### config.mk
export PLATFORM = sky130hd
export DESIGN_NAME = mdu_ctrl_flat
export DESIGN_NICKNAME = d
export VERILOG_FILES = /design/src/rtl/mdu_ctrl_pkg.sv /design/src/rtl/mdu_ctrl_if.sv /design/src/rtl/mdu_div_iter.sv /design/src/rtl/mdu_ctrl.sv /design/src/flat_wrapper.sv
export SDC_FILE = /design/constraint.sdc
export NUM_CORES = 2
export LEC_CHECK = 0
export CAP_MARGIN = 10
export CORE_ASPECT_RATIO = 0.7
export CORE_MARGIN = 10
export CORE_UTILIZATION = 56
export CTS_BUF_LIST = sky130_fd_sc_hd__clkbuf_4 sky130_fd_sc_hd__clkbuf_8
export DETAILED_ROUTE_END_ITERATION = 7
export PLACE_DENSITY = 0.72
export SETUP_SLACK_MARGIN = 0.15
export SYNTH_ARGS = -nofsm -noshare
export SYNTH_HDL_FRONTEND = slang
export SYNTH_SLANG_ARGS = --single-unit
export TNS_END_PERCENT = 5
### constraint.sdc
create_clock -name clk -period 15 [get_ports clk]
set_input_delay 3 -clock clk [delete_from_list [all_inputs] [get_ports clk]]
set_output_delay 3 -clock clk [all_outputs]
set_load 0.1 [all_outputs]
### src/rtl/mdu_ctrl_pkg.sv
// Shared types and constants for the EXE-stage multiply/divide controller.
package mdu_ctrl_pkg;

   localparam int unsigned MDU_W        = 32;
   localparam int unsigned MDU_DIV_ITER = 32;
   localparam int unsigned MDU_MUL_LAT  = 2;

   typedef enum logic [2:0] {
      OP_MULT  = 3'd0,
      OP_MULTU = 3'd1,
      OP_DIV   = 3'd2,
      OP_DIVU  = 3'd3,
      OP_MADD  = 3'd4,
      OP_MADDU = 3'd5,
      OP_MSUB  = 3'd6,
      OP_MSUBU = 3'd7
   } mdu_op_t;

   typedef enum logic [2:0] {
      MDU_IDLE,
      MDU_MUL,
      MDU_DIV,
      MDU_FIX,
      MDU_DONE
   } mdu_state_t;

   typedef struct packed {
      logic [MDU_W-1:0] hi;
      logic [MDU_W-1:0] lo;
   } mdu_hilo_t;

   function automatic logic op_is_div(input mdu_op_t op);
      return (op == OP_DIV) || (op == OP_DIVU);
   endfunction

   function automatic logic op_is_acc(input mdu_op_t op);
      return (op == OP_MADD) || (op == OP_MADDU) || (op == OP_MSUB) || (op == OP_MSUBU);
   endfunction

   function automatic logic op_is_sub(input mdu_op_t op);
      return (op == OP_MSUB) || (op == OP_MSUBU);
   endfunction

   function automatic logic op_signed(input mdu_op_t op);
      return (op == OP_MULT) || (op == OP_DIV) || (op == OP_MADD) || (op == OP_MSUB);
   endfunction

endpackage

### src/rtl/mdu_ctrl_if.sv
// EXE-stage <-> MDU handshake and operand/result bus.
interface mdu_ctrl_if;
   import mdu_ctrl_pkg::*;

   logic                 MDU_Start;
   mdu_op_t              MDU_Op;
   logic [MDU_W-1:0]     EXE_BusA;
   logic [MDU_W-1:0]     EXE_BusB;
   logic [2*MDU_W-1:0]   HiLo_In;
   logic                 Flush;
   logic                 MDU_Stall;
   logic                 MDU_Done;
   logic [MDU_W-1:0]     EXE_Hi;
   logic [MDU_W-1:0]     EXE_Lo;

   modport master (
      output MDU_Start, MDU_Op, EXE_BusA, EXE_BusB, HiLo_In, Flush,
      input  MDU_Stall, MDU_Done, EXE_Hi, EXE_Lo
   );

   modport slave (
      input  MDU_Start, MDU_Op, EXE_BusA, EXE_BusB, HiLo_In, Flush,
      output MDU_Stall, MDU_Done, EXE_Hi, EXE_Lo
   );

endinterface

### src/rtl/mdu_div_iter.sv
// Restoring radix-2 divider datapath on unsigned magnitudes; one quotient bit per step.
// The start cycle already performs the first step so the iteration count fits the op latency.
module mdu_div_iter
   import mdu_ctrl_pkg::*;
#(
   parameter int unsigned DIV_ITER = MDU_DIV_ITER
) (
   input  logic                              clk,
   input  logic                              rst,
   input  logic                              i_start,
   input  logic                              i_en,
   input  logic [MDU_W-1:0]                  i_dividend,
   input  logic [MDU_W-1:0]                  i_divisor,
   output logic [$clog2(DIV_ITER+1)-1:0]     o_cnt,
   output logic [MDU_W-1:0]                  o_quot,
   output logic [MDU_W-1:0]                  o_rem
);

   localparam int unsigned CNT_W = $clog2(DIV_ITER + 1);

   logic [2*MDU_W-1:0] r_rem;
   logic [MDU_W-1:0]   r_dvs;
   logic [CNT_W-1:0]   r_cnt;

   // Upper half is the partial remainder, lower half shifts in quotient bits.
   function automatic logic [2*MDU_W-1:0] div_step(input logic [2*MDU_W-1:0] rem,
                                                   input logic [MDU_W-1:0]   dvs);
      logic [MDU_W:0]       w_top;
      logic [MDU_W:0]       w_diff;
      logic [2*MDU_W-1:0]   w_nxt;
      w_top  = rem[2*MDU_W-1:MDU_W-1];
      w_diff = w_top - {1'b0, dvs};
      w_nxt  = {rem[2*MDU_W-2:0], 1'b0};
      if (!w_diff[MDU_W]) begin
         w_nxt[2*MDU_W-1:MDU_W] = w_diff[MDU_W-1:0];
         w_nxt[0]               = 1'b1;
      end
      return w_nxt;
   endfunction

   always_ff @(posedge clk) begin
      if (!rst) begin
         r_rem <= '0;
         r_dvs <= '0;
         r_cnt <= '0;
      end else if (i_start) begin
         r_rem <= div_step({{MDU_W{1'b0}}, i_dividend}, i_divisor);
         r_dvs <= i_divisor;
         r_cnt <= CNT_W'(DIV_ITER - 1);
      end else if (i_en && (r_cnt != '0)) begin
         r_rem <= div_step(r_rem, r_dvs);
         r_cnt <= r_cnt - CNT_W'(1);
      end
   end

   assign o_cnt  = r_cnt;
   assign o_quot = r_rem[MDU_W-1:0];
   assign o_rem  = r_rem[2*MDU_W-1:MDU_W];

endmodule

### src/rtl/mdu_ctrl.sv
// EXE-stage multiply/divide sequencer: inline multiplier, iterative divider, flush abort.
// Accumulate ops (MADD/MADDU/MSUB/MSUBU) are built only when MDU_MADD_EN is defined.
module mdu_ctrl
   import mdu_ctrl_pkg::*;
#(
   parameter int unsigned DIV_ITER = MDU_DIV_ITER,
   parameter int unsigned MUL_LAT  = MDU_MUL_LAT
) (
   input  logic        clk,
   input  logic        rst,
   mdu_ctrl_if.slave   bus
);

   localparam int unsigned W      = MDU_W;
   localparam int unsigned MCNT_W = $clog2(MUL_LAT + 1);
   localparam int unsigned DCNT_W = $clog2(DIV_ITER + 1);

   mdu_state_t          r_state, w_state_nxt;
   mdu_op_t             r_op, w_src_op;
   logic [W-1:0]        r_a, r_b, w_src_a, w_src_b;
   logic [MCNT_W-1:0]   r_cnt, w_cnt_nxt;
   mdu_hilo_t           r_res, r_prev;

   logic                w_op_ok, w_latch, w_dz_wr, w_mul_wr, w_fix_wr, w_restore;
   logic                w_div_start, w_div_en, w_stall, w_done;
   logic                w_ext_a, w_ext_b;
   logic [2*W-1:0]      w_ma, w_mb, w_prod, w_mul_res;
   logic                w_sgn_in, w_fix_sgn;
   logic [W-1:0]        w_abs_a, w_abs_b, w_quot, w_rem, w_q_fix, w_r_fix;
   logic [DCNT_W-1:0]   w_div_cnt;

   // With MUL_LAT == 1 the product is taken straight from the bus in the start cycle.
   assign w_src_op = (r_state == MDU_IDLE) ? bus.MDU_Op   : r_op;
   assign w_src_a  = (r_state == MDU_IDLE) ? bus.EXE_BusA : r_a;
   assign w_src_b  = (r_state == MDU_IDLE) ? bus.EXE_BusB : r_b;

   always_comb begin
      w_ext_a = op_signed(w_src_op) & w_src_a[W-1];
      w_ext_b = op_signed(w_src_op) & w_src_b[W-1];
      w_ma    = {{W{w_ext_a}}, w_src_a};
      w_mb    = {{W{w_ext_b}}, w_src_b};
      w_prod  = w_ma * w_mb;
   end

`ifdef MDU_MADD_EN
   logic [2*W-1:0] r_hilo, w_src_hilo;

   assign w_src_hilo = (r_state == MDU_IDLE) ? bus.HiLo_In : r_hilo;
   assign w_op_ok    = 1'b1;

   always_comb begin
      w_mul_res = w_prod;
      if (op_is_acc(w_src_op)) begin
         w_mul_res = op_is_sub(w_src_op) ? (w_src_hilo - w_prod) : (w_src_hilo + w_prod);
      end
   end

   always_ff @(posedge clk) begin
      if (!rst) begin
         r_hilo <= '0;
      end else if (w_latch) begin
         r_hilo <= bus.HiLo_In;
      end
   end
`else
   assign w_op_ok   = !op_is_acc(bus.MDU_Op);
   assign w_mul_res = w_prod;
`endif

   // Divider runs on magnitudes; FIX restores signs afterwards.
   assign w_sgn_in = op_signed(bus.MDU_Op);
   assign w_abs_a  = (w_sgn_in && bus.EXE_BusA[W-1]) ? -bus.EXE_BusA : bus.EXE_BusA;
   assign w_abs_b  = (w_sgn_in && bus.EXE_BusB[W-1]) ? -bus.EXE_BusB : bus.EXE_BusB;

   mdu_div_iter #(
      .DIV_ITER (DIV_ITER)
   ) u_div (
      .clk        (clk),
      .rst        (rst),
      .i_start    (w_div_start),
      .i_en       (w_div_en),
      .i_dividend (w_abs_a),
      .i_divisor  (w_abs_b),
      .o_cnt      (w_div_cnt),
      .o_quot     (w_quot),
      .o_rem      (w_rem)
   );

   assign w_fix_sgn = op_signed(r_op);
   assign w_q_fix   = (w_fix_sgn && (r_a[W-1] ^ r_b[W-1])) ? -w_quot : w_quot;
   assign w_r_fix   = (w_fix_sgn && r_a[W-1]) ? -w_rem : w_rem;

   always_ff @(posedge clk) begin
      if (!rst) begin
         r_state <= MDU_IDLE;
      end else begin
         r_state <= w_state_nxt;
      end
   end

   always_comb begin
      w_state_nxt = r_state;
      w_cnt_nxt   = r_cnt;
      w_stall     = 1'b0;
      w_done      = 1'b0;
      w_latch     = 1'b0;
      w_dz_wr     = 1'b0;
      w_mul_wr    = 1'b0;
      w_fix_wr    = 1'b0;
      w_restore   = 1'b0;
      w_div_start = 1'b0;
      w_div_en    = 1'b0;
      case (r_state)
         MDU_IDLE: begin
            if (bus.MDU_Start && !bus.Flush && w_op_ok) begin
               w_stall = 1'b1;
               w_latch = 1'b1;
               if (op_is_div(bus.MDU_Op)) begin
                  if (bus.EXE_BusB == '0) begin
                     w_dz_wr     = 1'b1;
                     w_state_nxt = MDU_DONE;
                  end else begin
                     w_div_start = 1'b1;
                     w_state_nxt = (DIV_ITER > 1) ? MDU_DIV : MDU_FIX;
                  end
               end else begin
                  w_cnt_nxt = MCNT_W'(MUL_LAT - 1);
                  if (MUL_LAT == 1) begin
                     w_mul_wr    = 1'b1;
                     w_state_nxt = MDU_DONE;
                  end else begin
                     w_state_nxt = MDU_MUL;
                  end
               end
            end
         end
         MDU_MUL: begin
            w_stall = 1'b1;
            if (bus.Flush) begin
               w_state_nxt = MDU_IDLE;
            end else begin
               w_cnt_nxt = r_cnt - MCNT_W'(1);
               if (r_cnt <= MCNT_W'(1)) begin
                  w_mul_wr    = 1'b1;
                  w_state_nxt = MDU_DONE;
               end
            end
         end
         MDU_DIV: begin
            w_stall = 1'b1;
            if (bus.Flush) begin
               w_state_nxt = MDU_IDLE;
            end else begin
               w_div_en = 1'b1;
               if (w_div_cnt <= DCNT_W'(1)) begin
                  w_state_nxt = MDU_FIX;
               end
            end
         end
         MDU_FIX: begin
            w_stall = 1'b1;
            if (bus.Flush) begin
               w_state_nxt = MDU_IDLE;
            end else begin
               w_fix_wr    = 1'b1;
               w_state_nxt = MDU_DONE;
            end
         end
         MDU_DONE: begin
            w_state_nxt = MDU_IDLE;
            if (bus.Flush) begin
               w_restore = 1'b1;
            end else begin
               w_done = 1'b1;
            end
         end
         default: begin
            w_state_nxt = MDU_IDLE;
         end
      endcase
   end

   // r_prev lets a flush in the DONE cycle undo the already-written result.
   always_ff @(posedge clk) begin
      if (!rst) begin
         r_op   <= OP_MULT;
         r_a    <= '0;
         r_b    <= '0;
         r_cnt  <= '0;
         r_res  <= '0;
         r_prev <= '0;
      end else begin
         r_cnt <= w_cnt_nxt;
         if (w_latch) begin
            r_op   <= bus.MDU_Op;
            r_a    <= bus.EXE_BusA;
            r_b    <= bus.EXE_BusB;
            r_prev <= r_res;
         end
         if (w_dz_wr) begin
            r_res <= {bus.EXE_BusA, {W{1'b1}}};
         end else if (w_mul_wr) begin
            r_res <= w_mul_res;
         end else if (w_fix_wr) begin
            r_res <= {w_r_fix, w_q_fix};
         end else if (w_restore) begin
            r_res <= r_prev;
         end
      end
   end

   assign bus.MDU_Stall = w_stall;
   assign bus.MDU_Done  = w_done;
   assign bus.EXE_Hi    = r_res.hi;
   assign bus.EXE_Lo    = r_res.lo;

endmodule

### src/flat_wrapper.sv
// flat-port wrapper written by rule: the top's interface ports become plain ports
module mdu_ctrl_flat import mdu_ctrl_pkg::*;
#(
   parameter int unsigned DIV_ITER = MDU_DIV_ITER,
   parameter int unsigned MUL_LAT  = MDU_MUL_LAT
)
  (clk, rst, bus_MDU_Start, bus_MDU_Op, bus_EXE_BusA, bus_EXE_BusB, bus_HiLo_In, bus_Flush, bus_MDU_Stall, bus_MDU_Done, bus_EXE_Hi, bus_EXE_Lo);
  mdu_ctrl_if bus_i ();
  input  logic clk;
  input  logic rst;
  input wire logic [$bits(bus_i.MDU_Start)-1:0] bus_MDU_Start;
  input wire logic [$bits(bus_i.MDU_Op)-1:0] bus_MDU_Op;
  input wire logic [$bits(bus_i.EXE_BusA)-1:0] bus_EXE_BusA;
  input wire logic [$bits(bus_i.EXE_BusB)-1:0] bus_EXE_BusB;
  input wire logic [$bits(bus_i.HiLo_In)-1:0] bus_HiLo_In;
  input wire logic [$bits(bus_i.Flush)-1:0] bus_Flush;
  output wire logic [$bits(bus_i.MDU_Stall)-1:0] bus_MDU_Stall;
  output wire logic [$bits(bus_i.MDU_Done)-1:0] bus_MDU_Done;
  output wire logic [$bits(bus_i.EXE_Hi)-1:0] bus_EXE_Hi;
  output wire logic [$bits(bus_i.EXE_Lo)-1:0] bus_EXE_Lo;
  assign bus_i.MDU_Start = bus_MDU_Start;
  assign bus_i.MDU_Op = bus_MDU_Op;
  assign bus_i.EXE_BusA = bus_EXE_BusA;
  assign bus_i.EXE_BusB = bus_EXE_BusB;
  assign bus_i.HiLo_In = bus_HiLo_In;
  assign bus_i.Flush = bus_Flush;
  assign bus_MDU_Stall = bus_i.MDU_Stall;
  assign bus_MDU_Done = bus_i.MDU_Done;
  assign bus_EXE_Hi = bus_i.EXE_Hi;
  assign bus_EXE_Lo = bus_i.EXE_Lo;
  mdu_ctrl #(.DIV_ITER(DIV_ITER), .MUL_LAT(MUL_LAT)) u_core (.clk(clk), .rst(rst), .bus(bus_i));
endmodule
==> results by group <==
Clock tree
  • Hold buffers post-CTS: 0
  • Clock tree buffer depth: 3
  • Num CTS Buffers: 46
  • Root Buffer Master: clkbuf_8
  • TritonCTS clock tree: done
  • Cts repair resizes: 0
  • Clock sinks: 300
  • Clock latency on the worst-skew pair: between 0.6 and 0.7 ns
  • Buffer count from post-CTS setup fixing: 0
  • Worst-path clk slew: roughly 0.07 ns
  • # H-tree levels: 2

Drt
  • Routed Antenna Nets: 0
  • Avg Vias per Cell: 6.048
  • DRC Markers: 0
  • Vias post-DR: roughly 50,000
  • DR iter-0 viols: between 5,000 and 6,000
  • Drt wl/cell: ~25 µm
  • Final wirelength: 198.1 mm
  • Drt first pass iters: 8

Global routing
  • Vias in the first global route: ~48,000
  • Antenna violations before repair: 10
  • Remaining Overflow, GRT: 0
  • Largest net degree at the start of global routing: 115
  • GRT Util Overall: 34.85%
  • First-pass GRT wire length: 300.9 mm

Place
  • Placement Setup Slack: 2.078 ns
  • Routability cong.: between 0.9 and 1
  • DP HPWL: approximately 150 mm
  • IO Port Bufs: ~140

Timing
  • Post-route minimum period: ~13 ns
  • Final Max Slew Viols: 0
  • Fmax: between 0.07 and 0.08 GHz
  • Slew HR: ~7.5%
  • Setup ws final: about 2.2 ns
  • Setup violators final: 0
  • Setup_tns: 0 ns
  • Final hold vios: 0
  • Unrepaired setup endpoints after global routing: no
  • Fin crit share: around 85%
  • Min Hold Slack: 0.4573 ns
  • Clock skew: ~0.038 ns
  • Slew @ Worst Pin: approximately 1.3 ns

Synthesis
  • Asr flop ratio synth: 0%
  • Post-synth top flop: dfxtp_1
  • Synth top area share: approximately 41%
  • FF+latch count, synth: 300
  • Yosys warnings: 0
  • Sequential area share after synthesis: about 11%
  • Top post-synthesis cells by area: fa_1, dfxtp_1, nand2_1
  • Post-synth EDFFs: 0
  • Post-Syn Area: 55,600 µm²
  • Syn nets: between 8,000 and 9,000
  • Yosys top cell by area: fa_1
  • Synth unique cells: 85
  • Syn Inst Count: slightly below 7,000
  • Avg Cell Area, Syn: 8.254 µm²

Layout
  • Layout area overhead: 7.320%
  • Layout cells sized above 1: between 4 and 5%
  • Nets: about 8,200

Min path
  • Critical hold path startpoint: u_core.r_b[25]
  • Worst hold path class: register to register

Critical path
  • Critical path fanouts, max: 26
  • Worst Setup End Kind: register
  • Worst EP arrival: 13.26 ns
  • Reg2Reg Launch Point: u_core.r_state[2]
  • CP Launch Point: bus_EXE_BusB[31]
  • Setup Crit Path Kind: input pin to register
  • CP required: about 15 ns
  • Crit path launch type: input pin

Job
  • Maxcap violations: 0

Die
  • Initial core utilization: approximately 57%
  • Core area: slightly below 100,000 µm²
  • Die width: between 300 and 400 µm
  • FP Rows: 96
  • I/O pin cnt: around 200
  • Die area: ~110,000 µm²
  • Die Y-Extent: 283.6 µm

Status
  • Status: complete, no violations
area by class of cell:
type | instances | area [µm²]
tap | 1323 | 1655
clock buffer | 65 | 825.8
inverter | 1194 | 4487
antenna | 4 | 10.01
fill | 8795 | 38580
timing repair buffer | 299 | 2592
sequential | 300 | 6006
multi-input combinational | 4855 | 43850
clock inverter | 16 | 246.5
registers in the layout, summed over array words and instances (netlist names):
name                flops
u_core.r_cnt            2
u_core.r_op             1
u_core.u_div.r_dvs     32
u_core.r_state          3
u_core.u_div.o_cnt      6
u_core.u_div.r_rem     64
u_core.r_b             32
u_core.r_a             32
u_core.bus.EXE_Hi      32
u_core.bus.EXE_Lo      32
u_core.r_prev          64
routing by layer:
layer  track usage, %  wire length, µm
met1            49.25            78990
met2            49.01            81340
met3            10.97            27990
met4            14.49             9748
met5                0               45
final timing paths:
| kind | to | slack (ns) | cells after the start |
|---|---|---|---|
| worst min-delay path | u_core.r_b[25] | 0.46 | 2 |
| worst max register to register | u_core.bus.EXE_Hi[24] | 3.83 | 28 |
| worst min register to register | u_core.r_b[25] | 0.46 | 2 |
| worst max-delay path | u_core.bus.EXE_Hi[24] | 2.23 | 28 |
cell usage in the layout (no fill, tap or decap), types with 54 or more instances in the layout:
cell type	synthesis	final
a211oi_1	81	81
xnor2_1	129	129
clkbuf_8	0	54
dfxtp_1	300	300
nor2_1	608	605
xor2_1	81	81
nand3_1	65	65
fa_1	1126	1126
nand2_1	1303	1292
clkdlybuf4s50_1	0	135
ha_1	253	253
buf_4	1	162
nor3_1	59	58
o21ai_0	146	141
inv_1	1193	1192
mux2i_1	76	58
a21oi_1	318	318
cells by family after synthesis:
family | after synthesis | synth area share [%]
buffers and inverters | 1581 | 10.73
adders and majority gates | 1379 | 46.23
DFF | 300 | 10.80
muxes | 79 | 1.429
AOI/OAI and AO/OA | 915 | 10.52
and+or+nand+nor | 2272 | 16.98
xor gates and xnor gates | 210 | 3.308
worst max-delay path: stages:
cell             delay [ns]
clkdlybuf4s50_1        0.45
buf_4                  0.21
mux2i_2                0.09
buf_4                  0.28
nor2_1                 1.00
clkinv_1               0.86
buf_4                  0.45
nor2_1                 0.16
fa_1                   0.45
fa_1                   0.53
fa_1                   0.49
fa_1                   0.57
fa_1                   0.44
fa_1                   0.49
inv_1                  0.05
fa_1                   0.45
fa_1                   0.52
inv_1                  0.06
ha_1                   0.56
nand4_1                0.17
nor3_1                 0.34
a221oi_1               0.12
o21ai_0                0.18
a31oi_1                0.17
a31oi_1                0.41
a31oi_1                0.16
xnor2_1                0.43
a21oi_1                0.13
through the flow:
step | util (%) | instances | area, µm²
6_report | 60.73 | 8056 | 59670
5_1_grt | 60.73 | 8054 | 59670
4_1_cts | 60.72 | 8052 | 59660
3_5_place_dp | 59.63 | 7971 | 58590
3_3_place_gp | 59.63 | 7971 | 58590
2_1_floorplan | - | 6736 | 55600
cell usage after synthesis (8+ instances only):
master     count
a2111oi_0      9
a211o_1        8
a211oi_1      81
a21o_1        34
a21oi_1      318
a221oi_1      31
a22oi_1       22
a31oi_1       48
and2_1        29
and3_1        25
buf_1         17
buf_2         12
clkbuf_1     352
dfxtp_1      300
fa_1        1126
ha_1         253
inv_1       1193
mux2i_1       76
nand2_1     1303
nand2b_1      18
nand3_1       65
nand4_1       22
nor2_1       608
nor2b_1       16
nor3_1        59
nor4_1        32
o2111ai_1     11
o211ai_1      28
o21a_1        18
o21ai_0      146
o21ai_1        9
o21bai_1      20
o221ai_1      31
o22ai_1       18
o31ai_1       19
o41ai_1       10
or2_2          9
or3_1         26
or4_1         15
xnor2_1      129
xor2_1        81
Power is not shown: default switching activity piles up to over one toggle a cycle in this logic, so the estimate is an artifact.
